==> src/rtl/sift_arith_pkg.sv <==
// Shared arithmetic helpers for the fixed-point feature datapath.
// FSM state encoding and width/saturation constant functions.
package sift_arith_pkg;

  typedef enum logic [1:0] {
    IDLE,
    CALC,
    DONE
  } state_t;

  function automatic int magW(input int dataW);
    return dataW - 1;
  endfunction

  function automatic int satMax(input int dataW);
    return (1 << (dataW - 1)) - 1;
  endfunction

endpackage

==> src/rtl/seq_sgn_div_if.sv <==
// Operand/result handshake bundle for seq_sgn_div.
// master drives operands and out_ready; slave is the divider.
interface seq_sgn_div_if #(
  parameter int dataW = 8
);

  logic                    in_valid;
  logic                    in_ready;
  logic signed [dataW-1:0] dividend;
  logic signed [dataW-1:0] divisor;
  logic                    out_valid;
  logic                    out_ready;
  logic signed [dataW-1:0] quotient;
  logic signed [dataW-1:0] remainder;
  logic                    div_by_zero;

  modport master (
    output in_valid,
    output dividend,
    output divisor,
    output out_ready,
    input  in_ready,
    input  out_valid,
    input  quotient,
    input  remainder,
    input  div_by_zero
  );

  modport slave (
    input  in_valid,
    input  dividend,
    input  divisor,
    input  out_ready,
    output in_ready,
    output out_valid,
    output quotient,
    output remainder,
    output div_by_zero
  );

endinterface

==> src/rtl/seq_sgn_div_abs_sat.sv <==
// Signed-to-magnitude conversion with saturation of the most
// negative value, so the magnitude always fits dataW-1 bits.
module abs_sat
  import sift_arith_pkg::*;
#(
  parameter int dataW = 8,
  localparam int M = magW(dataW)
) (
  input  logic signed [dataW-1:0] val_i,
  output logic        [M-1:0]     mag_o
);

  localparam int SAT = satMax(dataW);
  localparam logic [M-1:0] MAX = SAT[M-1:0];

  logic [dataW-1:0] neg;

  always_comb begin
    neg = -val_i;
    if (!val_i[dataW-1]) begin
      mag_o = val_i[M-1:0];
    end else if (val_i[M-1:0] == '0) begin
      mag_o = MAX;
    end else begin
      mag_o = neg[M-1:0];
    end
  end

endmodule

==> src/rtl/seq_sgn_div.sv <==
// Iterative sign-magnitude restoring divider, one quotient
// bit per clock, valid/ready on both sides.
module seq_sgn_div
  import sift_arith_pkg::*;
#(
  parameter int dataW = 8
) (
  input logic clk,
  input logic rst_n,
  seq_sgn_div_if.slave bus
);

  localparam int M = magW(dataW);
  localparam int CW = $clog2(M + 1);
  localparam int SAT = satMax(dataW);
  localparam logic [CW-1:0] LAST = CW'(M - 1);
  localparam logic [dataW-1:0] MAXE = SAT[dataW-1:0];

  state_t state_q, state_d;

  logic [CW-1:0]    cnt_q, cnt_d;
  logic [M-1:0]     dvd_q, dvd_d;
  logic [M-1:0]     dvs_q, dvs_d;
  logic [M:0]       prem_q, prem_d;
  logic             sgnq_q, sgnq_d;
  logic             sgnr_q, sgnr_d;
  logic             dz_q, dz_d;
  logic [dataW-1:0] quo_q, quo_d;
  logic [dataW-1:0] rem_q, rem_d;
  logic             dzo_q, dzo_d;

  logic [M-1:0]     amag, bmag;
  logic [M:0]       sh, diff;
  logic             ge;
  logic [M-1:0]     qmag, rmag;
  logic [dataW-1:0] qext, rext;

  abs_sat #(.dataW(dataW)) u_abs_dvd (
    .val_i (bus.dividend),
    .mag_o (amag)
  );

  abs_sat #(.dataW(dataW)) u_abs_dvs (
    .val_i (bus.divisor),
    .mag_o (bmag)
  );

  // dvd_q shifts the dividend out at the top and the
  // quotient bits in at the bottom.
  always_comb begin
    sh   = {prem_q[M-1:0], dvd_q[M-1]};
    ge   = (sh >= {1'b0, dvs_q});
    diff = ge ? (sh - {1'b0, dvs_q}) : sh;
    qmag = {dvd_q[M-2:0], ge};
    rmag = diff[M-1:0];
    qext = {1'b0, qmag};
    rext = {1'b0, rmag};
  end

  always_comb begin
    state_d = state_q;
    cnt_d   = cnt_q;
    dvd_d   = dvd_q;
    dvs_d   = dvs_q;
    prem_d  = prem_q;
    sgnq_d  = sgnq_q;
    sgnr_d  = sgnr_q;
    dz_d    = dz_q;
    quo_d   = quo_q;
    rem_d   = rem_q;
    dzo_d   = dzo_q;
    unique case (state_q)
      IDLE: begin
        if (bus.in_valid) begin
          state_d = CALC;
          cnt_d   = '0;
          dvd_d   = amag;
          dvs_d   = bmag;
          prem_d  = '0;
          sgnq_d  = bus.dividend[dataW-1] ^ bus.divisor[dataW-1];
          sgnr_d  = bus.dividend[dataW-1];
          dz_d    = (bus.divisor == '0);
        end
      end
      CALC: begin
        prem_d = diff;
        dvd_d  = qmag;
        cnt_d  = cnt_q + 1'b1;
        if (cnt_q == LAST) begin
          state_d = DONE;
          cnt_d   = '0;
          // A zero divisor leaves the dividend magnitude as remainder.
          if (dz_q) begin
            quo_d = sgnr_q ? -MAXE : MAXE;
          end else begin
            quo_d = sgnq_q ? -qext : qext;
          end
          rem_d = sgnr_q ? -rext : rext;
          dzo_d = dz_q;
        end
      end
      DONE: begin
        if (bus.out_ready) begin
          state_d = IDLE;
        end
      end
      default: state_d = IDLE;
    endcase
  end

  always_ff @(posedge clk or negedge rst_n) begin
    if (!rst_n) begin
      state_q <= IDLE;
      cnt_q   <= '0;
      dvd_q   <= '0;
      dvs_q   <= '0;
      prem_q  <= '0;
      sgnq_q  <= 1'b0;
      sgnr_q  <= 1'b0;
      dz_q    <= 1'b0;
      quo_q   <= '0;
      rem_q   <= '0;
      dzo_q   <= 1'b0;
    end else begin
      state_q <= state_d;
      cnt_q   <= cnt_d;
      dvd_q   <= dvd_d;
      dvs_q   <= dvs_d;
      prem_q  <= prem_d;
      sgnq_q  <= sgnq_d;
      sgnr_q  <= sgnr_d;
      dz_q    <= dz_d;
      quo_q   <= quo_d;
      rem_q   <= rem_d;
      dzo_q   <= dzo_d;
    end
  end

  assign bus.in_ready    = (state_q == IDLE);
  assign bus.out_valid   = (state_q == DONE);
  assign bus.quotient    = quo_q;
  assign bus.remainder   = rem_q;
  assign bus.div_by_zero = dzo_q;

endmodule

==> src/flat_wrapper.sv <==
// flat-port wrapper written by rule: the top's interface ports become plain ports
module seq_sgn_div_flat import sift_arith_pkg::*;
#(
  parameter int dataW = 8
)
  (clk, rst_n, bus_in_valid, bus_dividend, bus_divisor, bus_out_ready, bus_in_ready, bus_out_valid, bus_quotient, bus_remainder, bus_div_by_zero);
  seq_sgn_div_if #(.dataW(dataW)) bus_i ();
  input logic clk;
  input logic rst_n;
  input wire logic [$bits(bus_i.in_valid)-1:0] bus_in_valid;
  input wire logic [$bits(bus_i.dividend)-1:0] bus_dividend;
  input wire logic [$bits(bus_i.divisor)-1:0] bus_divisor;
  input wire logic [$bits(bus_i.out_ready)-1:0] bus_out_ready;
  output wire logic [$bits(bus_i.in_ready)-1:0] bus_in_ready;
  output wire logic [$bits(bus_i.out_valid)-1:0] bus_out_valid;
  output wire logic [$bits(bus_i.quotient)-1:0] bus_quotient;
  output wire logic [$bits(bus_i.remainder)-1:0] bus_remainder;
  output wire logic [$bits(bus_i.div_by_zero)-1:0] bus_div_by_zero;
  assign bus_i.in_valid = bus_in_valid;
  assign bus_i.dividend = bus_dividend;
  assign bus_i.divisor = bus_divisor;
  assign bus_i.out_ready = bus_out_ready;
  assign bus_in_ready = bus_i.in_ready;
  assign bus_out_valid = bus_i.out_valid;
  assign bus_quotient = bus_i.quotient;
  assign bus_remainder = bus_i.remainder;
  assign bus_div_by_zero = bus_i.div_by_zero;
  seq_sgn_div #(.dataW(dataW)) u_core (.clk(clk), .rst_n(rst_n), .bus(bus_i));
endmodule
==> config.mk <==
export PLATFORM = sky130hd
export DESIGN_NAME = seq_sgn_div_flat
export DESIGN_NICKNAME = d
export VERILOG_FILES = /design/src/rtl/sift_arith_pkg.sv /design/src/rtl/seq_sgn_div_if.sv /design/src/rtl/seq_sgn_div_abs_sat.sv /design/src/rtl/seq_sgn_div.sv /design/src/flat_wrapper.sv
export SDC_FILE = /design/constraint.sdc
export NUM_CORES = 1
export LEC_CHECK = 0
export BUFFER_PORTS_ARGS = -buffer_cell sky130_fd_sc_hd__buf_2
export CAP_MARGIN = 5
export CORE_UTILIZATION = 58
export DETAILED_ROUTE_END_ITERATION = 10
export PLACE_DENSITY = 0.85
export SETUP_SLACK_MARGIN = 0.02
export SLEW_MARGIN = 5
export SYNTH_ARGS = -nofsm -noshare
export SYNTH_HDL_FRONTEND = slang
export SYNTH_SLANG_ARGS = --single-unit
==> constraint.sdc <==
create_clock -name clk -period 4.4 [get_ports clk]
set_input_delay 0.44 -clock clk [delete_from_list [all_inputs] [get_ports clk]]
set_output_delay 0.44 -clock clk [all_outputs]
set_load 0.005 [all_outputs]
Yosys cells after proc, flatten, opt, wreduce, memory -nomap -nowiden
Cells that the tools add are included.
W data, S select, Z words.
{ "word_totals": {"input_bits": 20, "wordCells": 54, "out_inout_bits": 19, "register_bits": 46} }
{ "op_classes": {"n_bitwise": 1, "reduce_logical": 9, "muxes": 20, "eq_ne": 6, "n_addsub": 6, "n_lt_le_gt_ge": 1} }
{ "ops": {"columns": ["operator", "count"], "rows": [
  ["$mux W7", 7],
  ["$mux W8", 4],
  ["$pmux W7 S2", 2],
  ["$neg A7 Y8", 2],
  ["$logic_not A7 Y1", 2],
  ["$neg A7 Y7", 2],
  ["$ge A8 B7 Y1", 1],
  ["$logic_not A8 Y1", 1],
  ["$sub A7 B7 Y7", 1],
  ["$mux W2", 3],
  ["$mux W3", 2],
  ["$pmux W2 S3", 1],
  ["$pmux W3 S2", 1],
  ["$reduce_and A2 Y1", 3],
  ["$ne A2 B2 Y1 const B", 2],
  ["$add A3 B1 Y3 const B", 1],
  ["$eq A3 B3 Y1 const B", 1],
  ["$reduce_and A3 Y1", 1],
  ["$eq A2 B1 Y1 const B", 1],
  ["$eq A2 B2 Y1 const B", 1],
  ["$logic_not A2 Y1", 1],
  ["$ne A2 B1 Y1 const B", 1],
  ["$reduce_bool A2 Y1", 1],
  ["$xor A1 B1 Y1", 1]
]} }

Depth between registers and ports, before layout
Gate-level depths: netlist of the first run.
{ "depth": {"depth_word": 5, "mapped_depth": 17} }

By module
From an unflattened synthesis of the first run, not the netlist that was laid out.
{ "hier_totals": {"cells_unflattened": 352, "hier_area_um2": 3054.2} }
{ "by_module_without_submodules": {"columns": ["mod", "cells_each", "area_per_inst_um2", "n_inst", "seq_area_each_um2"], "rows": [
  ["seq_sgn_div", 286, 2656.3, 1, 1151.1],
  ["abs_sat", 33, 198.9, 2, 0.0]
]} }

Least setup slack after synthesis of the first run
OpenSTA, ideal clock, no wires.
{ "synth_path": {"path_kind": "reg-to-reg", "start": "register u_core.dvd_q[6]", "end": "register u_core.rem_q[6], in the netlist u_core.bus.remainder[6]", "path_stages_with_launch": 16, "arrival_ps": 3184, "slack_ps": 1147, "setup_ps": 69, "n_path_buf": 1, "required_time_ps": 4331, "cell_sequence": "dfrtp_1 -> inv_1 -> ha_1 -> inv_1 -> fa_1 -> a211o_1 -> a21oi_1 -> o21ai_2 -> buf_4 -> o21ai_0 -> ha_1 -> nor3b_1 -> mux2i_1 -> o311a_1 -> a2111o_1 -> nand3_1"} }
{ "synth_via": {"elab_chain_len": 4, "elab_cells_between_ends": 5, "classes_between": "add/sub (2); order compare (1); mux (2)"} }
{ "synth_rtl": {"columns": ["element", "line_no", "rtl"], "rows": [
  ["start: declaration", "seq_sgn_div.sv:22", "logic [M-1:0] dvd_q, dvd_d;"],
  ["start signal: assignment", "seq_sgn_div.sv:127", "dvd_q <= dvd_d;"],
  ["$sub A7 B7 Y7 or $ge A8 B7 Y1 (tied branches)", "seq_sgn_div.sv:53, seq_sgn_div.sv:52", null],
  ["$mux W7 *", "seq_sgn_div.sv:53", "diff = ge ? (sh - {1'b0, dvs_q}) : sh;"],
  ["$neg A7 Y8", "seq_sgn_div.sv:98", "rem_d = sgnr_q ? -rext : rext;"],
  ["$mux W8 *", "seq_sgn_div.sv:98", null],
  ["end signal: assignment", "seq_sgn_div.sv:134", "rem_q <= rem_d;"],
  ["end: declaration", "seq_sgn_div.sv:29", "logic [dataW-1:0] rem_q, rem_d;"]
]} }
Every way passes the cells marked *; elsewhere a longest branch is shown, timed or not.
A chain may end at the register's enable or synchronous reset.

Final worst setup path of the first run
{ "layout_path": {"start": "register u_core.prem_q[4]", "end": "register u_core.rem_q[6], in the netlist u_core.bus.remainder[6]"} }
{ "layout_via": {"elab_chain_len": 4, "elab_cells_between_ends": 5, "classes_between": "add/sub (2); order compare (1); mux (2)"} }
{ "layout_rtl": {"columns": ["element", "line_no", "rtl"], "rows": [
  ["start: declaration", "seq_sgn_div.sv:24", "logic [M:0] prem_q, prem_d;"],
  ["start signal: assignment", "seq_sgn_div.sv:129", "prem_q <= prem_d;"],
  ["$sub A7 B7 Y7 or $ge A8 B7 Y1 (tied branches)", "seq_sgn_div.sv:53, seq_sgn_div.sv:52", null],
  ["$mux W7 *", "seq_sgn_div.sv:53", null],
  ["$neg A7 Y8", "seq_sgn_div.sv:98", null],
  ["$mux W8 *", "seq_sgn_div.sv:98", null]
]} }
Marked as above.

==> summary.txt, run 1 <==
Detailed routing
  – ANT nets after route: 0
  – Routed WL per cell: 15.3 um
  – Vias per inst: 5.91
  – Routed vias: 2551
  – Final wirelength: approximately 6600 um
  – DR pass1 iterations: 5
  – 1st-iter DRT viols: 197
  – DRC: 0

GRT
  – Total GRT Usage: 26.9%
  – Largest net degree at the start of global routing: 47
  – Vias in the first global route: 2391
  – Antenna violations before repair: 0
  – Overflow after GRT: 0
  – First-pass GRT wire length: approximately 11000 um

Floorplanning
  – Chip width: 73.2 um
  – # rows: 25
  – Starting density of the core: 61.4%
  – IO Pins: 39
  – Die height: 73.2 um
  – Core area: 0.00479 mm2
  – Die Area: ~0.0054 mm2

Timing
  – Max-slew violations: 0
  – Worst Hold Slack: 0.293 ns
  – RSZ-0062 raised after global routing: false
  – F_max: 0.255 GHz
  – Period utilization: 89.2%
  – Final Skew: roughly 0.011 ns
  – Worst-Margin Slew: 1.03 ns
  – Headroom to the max-slew limit: 30.4%
  – Final setup violation count: 0
  – Post-Route Setup TNS: 0 ns
  – Post-route minimum period: about 3.9 ns
  – Endpoints failing hold: 0

Worst setup path
  – CP Launch Type: flop
  – Critical path class: reg -> reg
  – Required time of the critical path: 4.65 ns
  – Worst R2R Start: u_core.prem_q[4]
  – Flop2flop setup slack: 0.48 ns
  – R2r endpoint: u_core.bus.remainder[6]
  – Crit end category: flop
  – Cells on worst reg2reg path: 12
  – Crit Path Max Fanout: 11
  – Arr. time, crit path: 4.17 ns

Yosys
  – Syn Nets: 366
  – Main synth FF type: dfrtp_1
  – Synth Area per Inst: 8.79 um2
  – FF+latch count, synth: 46
  – Compound-Gate Fraction of Synth Area: between 20% and 30%
  – Combinational family with the most area after synthesis: compound AO/OA/AOI/OAI gates
  – Synth Cell Area: 0.00294 mm2
  – Synthesis Warnings: 0
  – Number of enable flip-flop cells after synthesis: 0
  – Mux cell area share after synthesis: under 10%
  – Asr flop ratio synth: 100%
  – Post-Synth Simple-Gate Area: a little under a fifth
  – Share of the synthesized area in the top cell type: 39.2%
  – Post-Synth Adder-Cell Area: roughly 5.4%
  – Yosys cell types: 53
  – Mapped Cells: 334
  – Leading area contributor after synthesis: dfrtp_1
  – Area contributors post-synth: dfrtp_1 39%, o21ai_0 6.5%, nand2_1 5.0%, ha_1 4.7%, xnor2_1 3.0%
  – Sequential-to-total area share from yosys stat: 39.2%
  – Synth Area in XOR/XNOR: 5.67%

Outcome
  – Status: finished clean

Clocking
  – CTS tree: done
  – Inserted Clock Buffers: 5
  – # hold bufs at CTS: 0
  – Clk sink count: 46
  – Post-CTS Setup Inserts: 0
  – Clock slew at reported path FFs: 0.09 ns
  – Clock buffer depth: 2
  – Post-cts sizing count: 0
  – CTS H-tree depth: 2
  – Clock Root Buffer: clkbuf_8
  – Worst-skew pair later-pin latency: 0.31 ns

Finish
  – Antenna diodes: 0
  – NumNets Final: roughly 400
  – FF/Latch Area: 0.00115 mm2
  – P&R area growth vs syn: 11.1%
  – Fillers: 397
  – Final non-filler cell total: 432
  – Layout cells sized above 1: approximately 16%
  – Area occupied by multi-input gates: 0.00164 mm2

Placement
  – Gpl congestion: 0.967
  – Detail Placement HPWL: 4960 um
  – Port buffer count: 38
  – Placed cells: between 400 and 500

Job
  – Max_cap viols: 0

Worst hold path
  – Min-Delay Path Class: in -> async

Power
  – Power per Cell Area: 872 mW/mm2
  – Total power draw: ~2.8 mW
  – Peak VDD IR: 0.510 mV
  – Leakage Power: 1.54 nW
==> kinds of logic (layout without fill, tap and decap cells) <==
group | count (synthesis) | count (layout)
xor+xnor | 19 | 19
buf+inv | 37 | 68
fa+ha+maj | 12 | 12
flops | 46 | 46
compound gates | 101 | 101
mux | 10 | 10
simple gates | 109 | 109
==> metrics by stage <==
stage	area, um2	setup slack, ns	util (%)
floorplan	2940	1.15	-
global placement	3150	0.709	65.8
detailed placement	3150	0.585	65.8
CTS	3260	0.533	68.2
global route	3260	0.264	68.2
finish	3260	0.477	68.2
==> synthesized netlist by cell type (all sizes together), types with 4 or more instances <==
| master | number |
|---|---|
| clkbuf | 13 |
| dfrtp | 46 |
| nor2b | 6 |
| xnor2 | 10 |
| nor2 | 15 |
| a211o | 4 |
| nand2b | 5 |
| a21o | 7 |
| a21oi | 17 |
| nand4 | 4 |
| nor3b | 6 |
| nand3 | 16 |
| ha | 11 |
| inv | 21 |
| o31ai | 5 |
| a22oi | 6 |
| nor3 | 4 |
| o21ai | 39 |
| xor2 | 9 |
| nand2 | 39 |
| mux2i | 8 |
==> cell usage in the layout, fill, tap and decap left out, types with 5 or more instances in the layout <==
| cell | instances |
|---|---|
| a21oi_1 | 17 |
| a21o_1 | 7 |
| a22oi_1 | 6 |
| inv_1 | 19 |
| xor2_1 | 9 |
| o31ai_1 | 5 |
| ha_1 | 11 |
| buf_2 | 38 |
| nand2_1 | 39 |
| dfrtp_1 | 46 |
| nor2_1 | 15 |
| o21ai_0 | 38 |
| nor2b_1 | 6 |
| xnor2_1 | 10 |
| nand3_1 | 16 |
| mux2i_1 | 7 |
| clkbuf_8 | 5 |
| nand2b_1 | 5 |
| nor3b_1 | 6 |
==> critical path: stages (launching register included) <==
cell and delay [ns]:
dfrtp_1 0.43, ha_1 0.44, inv_1 0.10, or4_4 0.51, o21ai_2 0.56, inv_2 0.18, mux2i_1 0.26, ha_1 0.24
nor3b_1 0.23, mux2i_1 0.15, o311a_1 0.32, a2111o_1 0.35, nand3_1 0.08
==> flip-flops by register name, indices dropped and copies added (netlist names), 2 cells and up <==
signal / cells
u_core.bus.remainder: 8
u_core.bus.quotient: 8
u_core.state_q: 2
u_core.prem_q: 7
u_core.dvd_q: 7
u_core.dvs_q: 7
u_core.cnt_q: 3
==> metal layers <==
layer / vias to the layer above / wire length (um) / GRT usage, %
li1: 1259 / - / -
met4: 0 / 167 / 10.9
met1: 1187 / 2860 / 33.5
met5: - / 0 / 0
met3: 18 / 411 / 5.52
met2: 87 / 3180 / 45.4
==> report_power, final <==
part	total, mW	internal, mW	switching [mW]	leakage, nW
Combinational	1.71	0.710	1.00	0.924
Sequential	0.813	0.624	0.189	0.556
Clock	0.319	0.170	0.149	0.0585
Total	2.85	1.50	1.34	1.54
==> cell type report <==
type                            instances  area share, %
Clock inverter                          3           1.34
Inverter                               21           2.42
Tap cell                               67           2.57
Sequential cell                        46           35.3
Clock buffer                            5           2.11
Multi-Input combinational cell        251           50.2
Timing Repair Buffer                   39           6.06
==> worst max-delay path by stage <==
stage	startpoint	endpoint	cells past startpoint
2_1_floorplan	u_core.dvd_q[6]	u_core.bus.remainder[6]	15
3_3_place_gp	u_core.prem_q[4]	u_core.bus.remainder[6]	12
3_5_place_dp	u_core.prem_q[4]	u_core.bus.remainder[6]	12
4_1_cts	u_core.prem_q[4]	u_core.bus.remainder[6]	12
5_1_grt	u_core.prem_q[4]	u_core.bus.remainder[6]	12
6_report	u_core.prem_q[4]	u_core.bus.remainder[6]	12
No activity file was read; power rests on OpenSTA's default activity.
==> inputs of run 2 (changes only) <==
Settings changed: CTS_CLUSTER_SIZE set to 28.
Clock period 4.4 ns to 4.1 ns, I/O delays scaled along.
==> summary.txt, run 2 (synthesis gave the netlist of run 1 again) <==
Timing
  – Final setup margin: 0.301 ns (was 0.477 ns)
  – Worst-Margin Slew: 1.12 ns (was 1.03 ns)
  – F_max: 0.263 GHz (was 0.255 GHz)
  – Endpoints failing hold: 0 (unchanged)
  – Headroom to the max-slew limit: 24.1% (was 30.4%)
  – Post-route minimum period: 3.80 ns (was 3.92 ns)
  – Final Skew: 0.00444 ns (was 0.0108 ns)
  – Post-Route Setup TNS: 0 ns (unchanged)
  – Period utilization: 92.7% (was 89.2%)
  – Worst Hold Slack: 0.270 ns (was 0.293 ns)
  – RSZ-0062 raised after global routing: false (unchanged)
  – Max-slew violations: 0 (unchanged)
  – Final setup violation count: 0 (unchanged)

GRT
  – Vias in the first global route: 2461 (was 2391)
  – Total GRT Usage: 27.5% (was 26.9%)
  – Overflow after GRT: 0 (unchanged)
  – Antenna violations before repair: 0 (unchanged)
  – First-pass GRT wire length: 11300 um (was 10900 um)
  – Largest net degree at the start of global routing: 47 (unchanged)

Worst setup path
  – Required time of the critical path: 4.33 ns (was 4.65 ns)
  – Critical path class: reg -> reg (unchanged)
  – Crit end category: flop (unchanged)
  – Slowest CP cell: or4_4 (was o21ai_2)
  – Arr. time, crit path: 4.03 ns (was 4.17 ns)
  – Biggest cell delay along the critical path: 0.53 ns (was 0.56 ns)
  – CP Launch Type: flop (unchanged)
  – R2r endpoint: u_core.bus.remainder[6] (unchanged)
  – Crit Path Max Fanout: 11 (unchanged)
  – Critical path cell sequence: ha_1, inv_1, or4_4, o21ai_4, inv_2, mux2i_1, ha_1, nor3b_1, mux2i_1, o311a_1, a2111o_1, nand3_1 (was ha_1, inv_1, or4_4, o21ai_2, inv_2, mux2i_1, ha_1, nor3b_1, mux2i_1, o311a_1, a2111o_1, nand3_1)
  – Cells on worst reg2reg path: 12 (unchanged)
  – Worst R2R Start: u_core.prem_q[4] (unchanged)
  – Flop2flop setup slack: 0.30 ns (was 0.48 ns)

Floorplanning
  – Die Area: 0.00535 mm2 (unchanged)
  – Chip width: 73.2 um (unchanged)
  – Starting density of the core: 61.4% (unchanged)
  – Die height: 73.2 um (unchanged)
  – Core area: 0.00479 mm2 (unchanged)
  – # rows: 25 (unchanged)
  – IO Pins: 39 (unchanged)

Clocking
  – Clock slew at reported path FFs: 0.08 ns (was 0.09 ns)
  – # hold bufs at CTS: 0 (unchanged)
  – Clk sink count: 46 (unchanged)
  – Inserted Clock Buffers: 5 (unchanged)
  – Post-CTS Setup Inserts: 0 (unchanged)
  – CTS tree: done (unchanged)
  – Worst-skew pair later-pin latency: 0.29 ns (was 0.31 ns)
  – Clock Root Buffer: clkbuf_8 (unchanged)
  – CTS H-tree depth: 2 (unchanged)
  – Clock buffer depth: 2 (unchanged)

Detailed routing
  – Routed vias: 2574 (was 2551)
  – Routed WL per cell: 15.8 um (was 15.3 um)
  – Met2 WL: 3390 um (was 3180 um)
  – DRC: 0 (unchanged)
  – DRT met1 WL: 3020 um (was 2860 um)
  – 1st-iter DRT viols: 248 (was 197)
  – Vias per inst: 5.96 (was 5.91)
  – Final wirelength: 6810 um (was 6620 um)
  – Met3 wire length: 316 um (was 411 um)
  – DR pass1 iterations: 4 (was 5)
  – ANT nets after route: 0 (unchanged)
  – DR top layer: met4 (unchanged)

Placement
  – Placed cells: 425 (was 424)
  – Gpl congestion: 0.964 (was 0.967)
  – Placed instance area: 0.00316 mm2 (was 0.00315 mm2)
  – Detail Placement HPWL: 5070 um (was 4960 um)
  – DP Worst Slack: 0.208 ns (was 0.585 ns)
  – Port buffer count: 38 (unchanged)

Job
  – Max_cap viols: 0 (unchanged)

Finish
  – Final core utilization: 67.9% (was 68.2%)
  – Final non-filler cell total: 432 (unchanged)
  – Commonest non-fill, non-tap cells in the layout: 46 x dfrtp_1, 39 x nand2_1, 38 x buf_2, 37 x o21ai_0, 19 x inv_1 (was 46 x dfrtp_1, 39 x nand2_1, 38 x o21ai_0, 38 x buf_2, 19 x inv_1)
  – P&R area growth vs syn: 10.7% (was 11.1%)
  – Antenna diodes: 0 (unchanged)
  – NumNets Final: 397 (was 396)
  – Design Area, Final: 0.00325 mm2 (was 0.00326 mm2)
  – Commonest non-fill, non-tap cell in the layout: dfrtp_1 (unchanged)
  – Layout cells sized above 1: 15.6% (unchanged)

Worst hold path
  – Min-Delay Path Class: in -> async (unchanged)

Power
  – Total power draw: 3.02 mW (was 2.85 mW)
  – Leakage Power: 1.52 nW (was 1.54 nW)
  – Power per Cell Area: 929 mW/mm2 (was 872 mW/mm2)
  – Peak VDD IR: 0.469 mV (was 0.510 mV)

Outcome
  – Status: finished clean (unchanged)
==> run 2: cell count changes in the layout (fill, tap and decap cells not counted), sizes merged <==
cell      delta
buf          +1
bufinv       -1
clkinvlp     +1
clkbuf       +1
clkinv       -1
inv          -1
==> run 2: layer usage <==
metal,global-route usage [%],vias up
met4,7.19,0
met3,4.28,10
li1,-,1260
met1,35.7,1223
met2,47.6,81
met5,0,-
==> run 2: worst max-delay path by stage <==
| stage | startpoint | end | slack [ns] |
|---|---|---|---|
| global route | u_core.dvd_q[6] | u_core.bus.remainder[6] | 0.10 |
| global placement | u_core.prem_q[4] | u_core.bus.remainder[6] | 0.41 |
| CTS | u_core.prem_q[4] | u_core.bus.remainder[6] | 0.14 |
| floorplan | u_core.dvd_q[6] | u_core.bus.remainder[6] | 0.85 |
| detailed placement | u_core.prem_q[4] | u_core.bus.remainder[6] | 0.21 |
| finish | u_core.prem_q[4] | u_core.bus.remainder[6] | 0.30 |
==> run 2: cell type report <==
| class | count | area [um2] |
|---|---|---|
| tap | 67 | 83.8 |
| sequential | 46 | 1150 |
| inverter | 21 | 78.8 |
| fill | 400 | 1540 |
| multi-input combinational | 251 | 1650 |
| clock inverter | 1 | 7.51 |
| clock buffer | 6 | 72.6 |
| timing repair buffer | 40 | 205 |
==> run 2: critical path, delay by kind of cell (launching register included) <==
family                     cells  cell delay (ns)
muxes                          2             0.44
DFF                            1             0.42
adders and majority gates      2             0.69
buffers and inverters          2             0.25
AOI/OAI and AO/OA              3             1.11
and+or+nand+nor                3             0.83
==> run 2: where the power goes <==
part / switching [mW] / internal, mW
Sequential: 0.205 / 0.670
Clock: 0.145 / 0.117
Combinational: 1.11 / 0.776
Total: 1.46 / 1.56
==> run 2: repair_timing <==
action	4_1_cts	5_1_grt
setup endpoints to repair	0	1
resized for setup	0	3
hold endpoints to repair	0	0
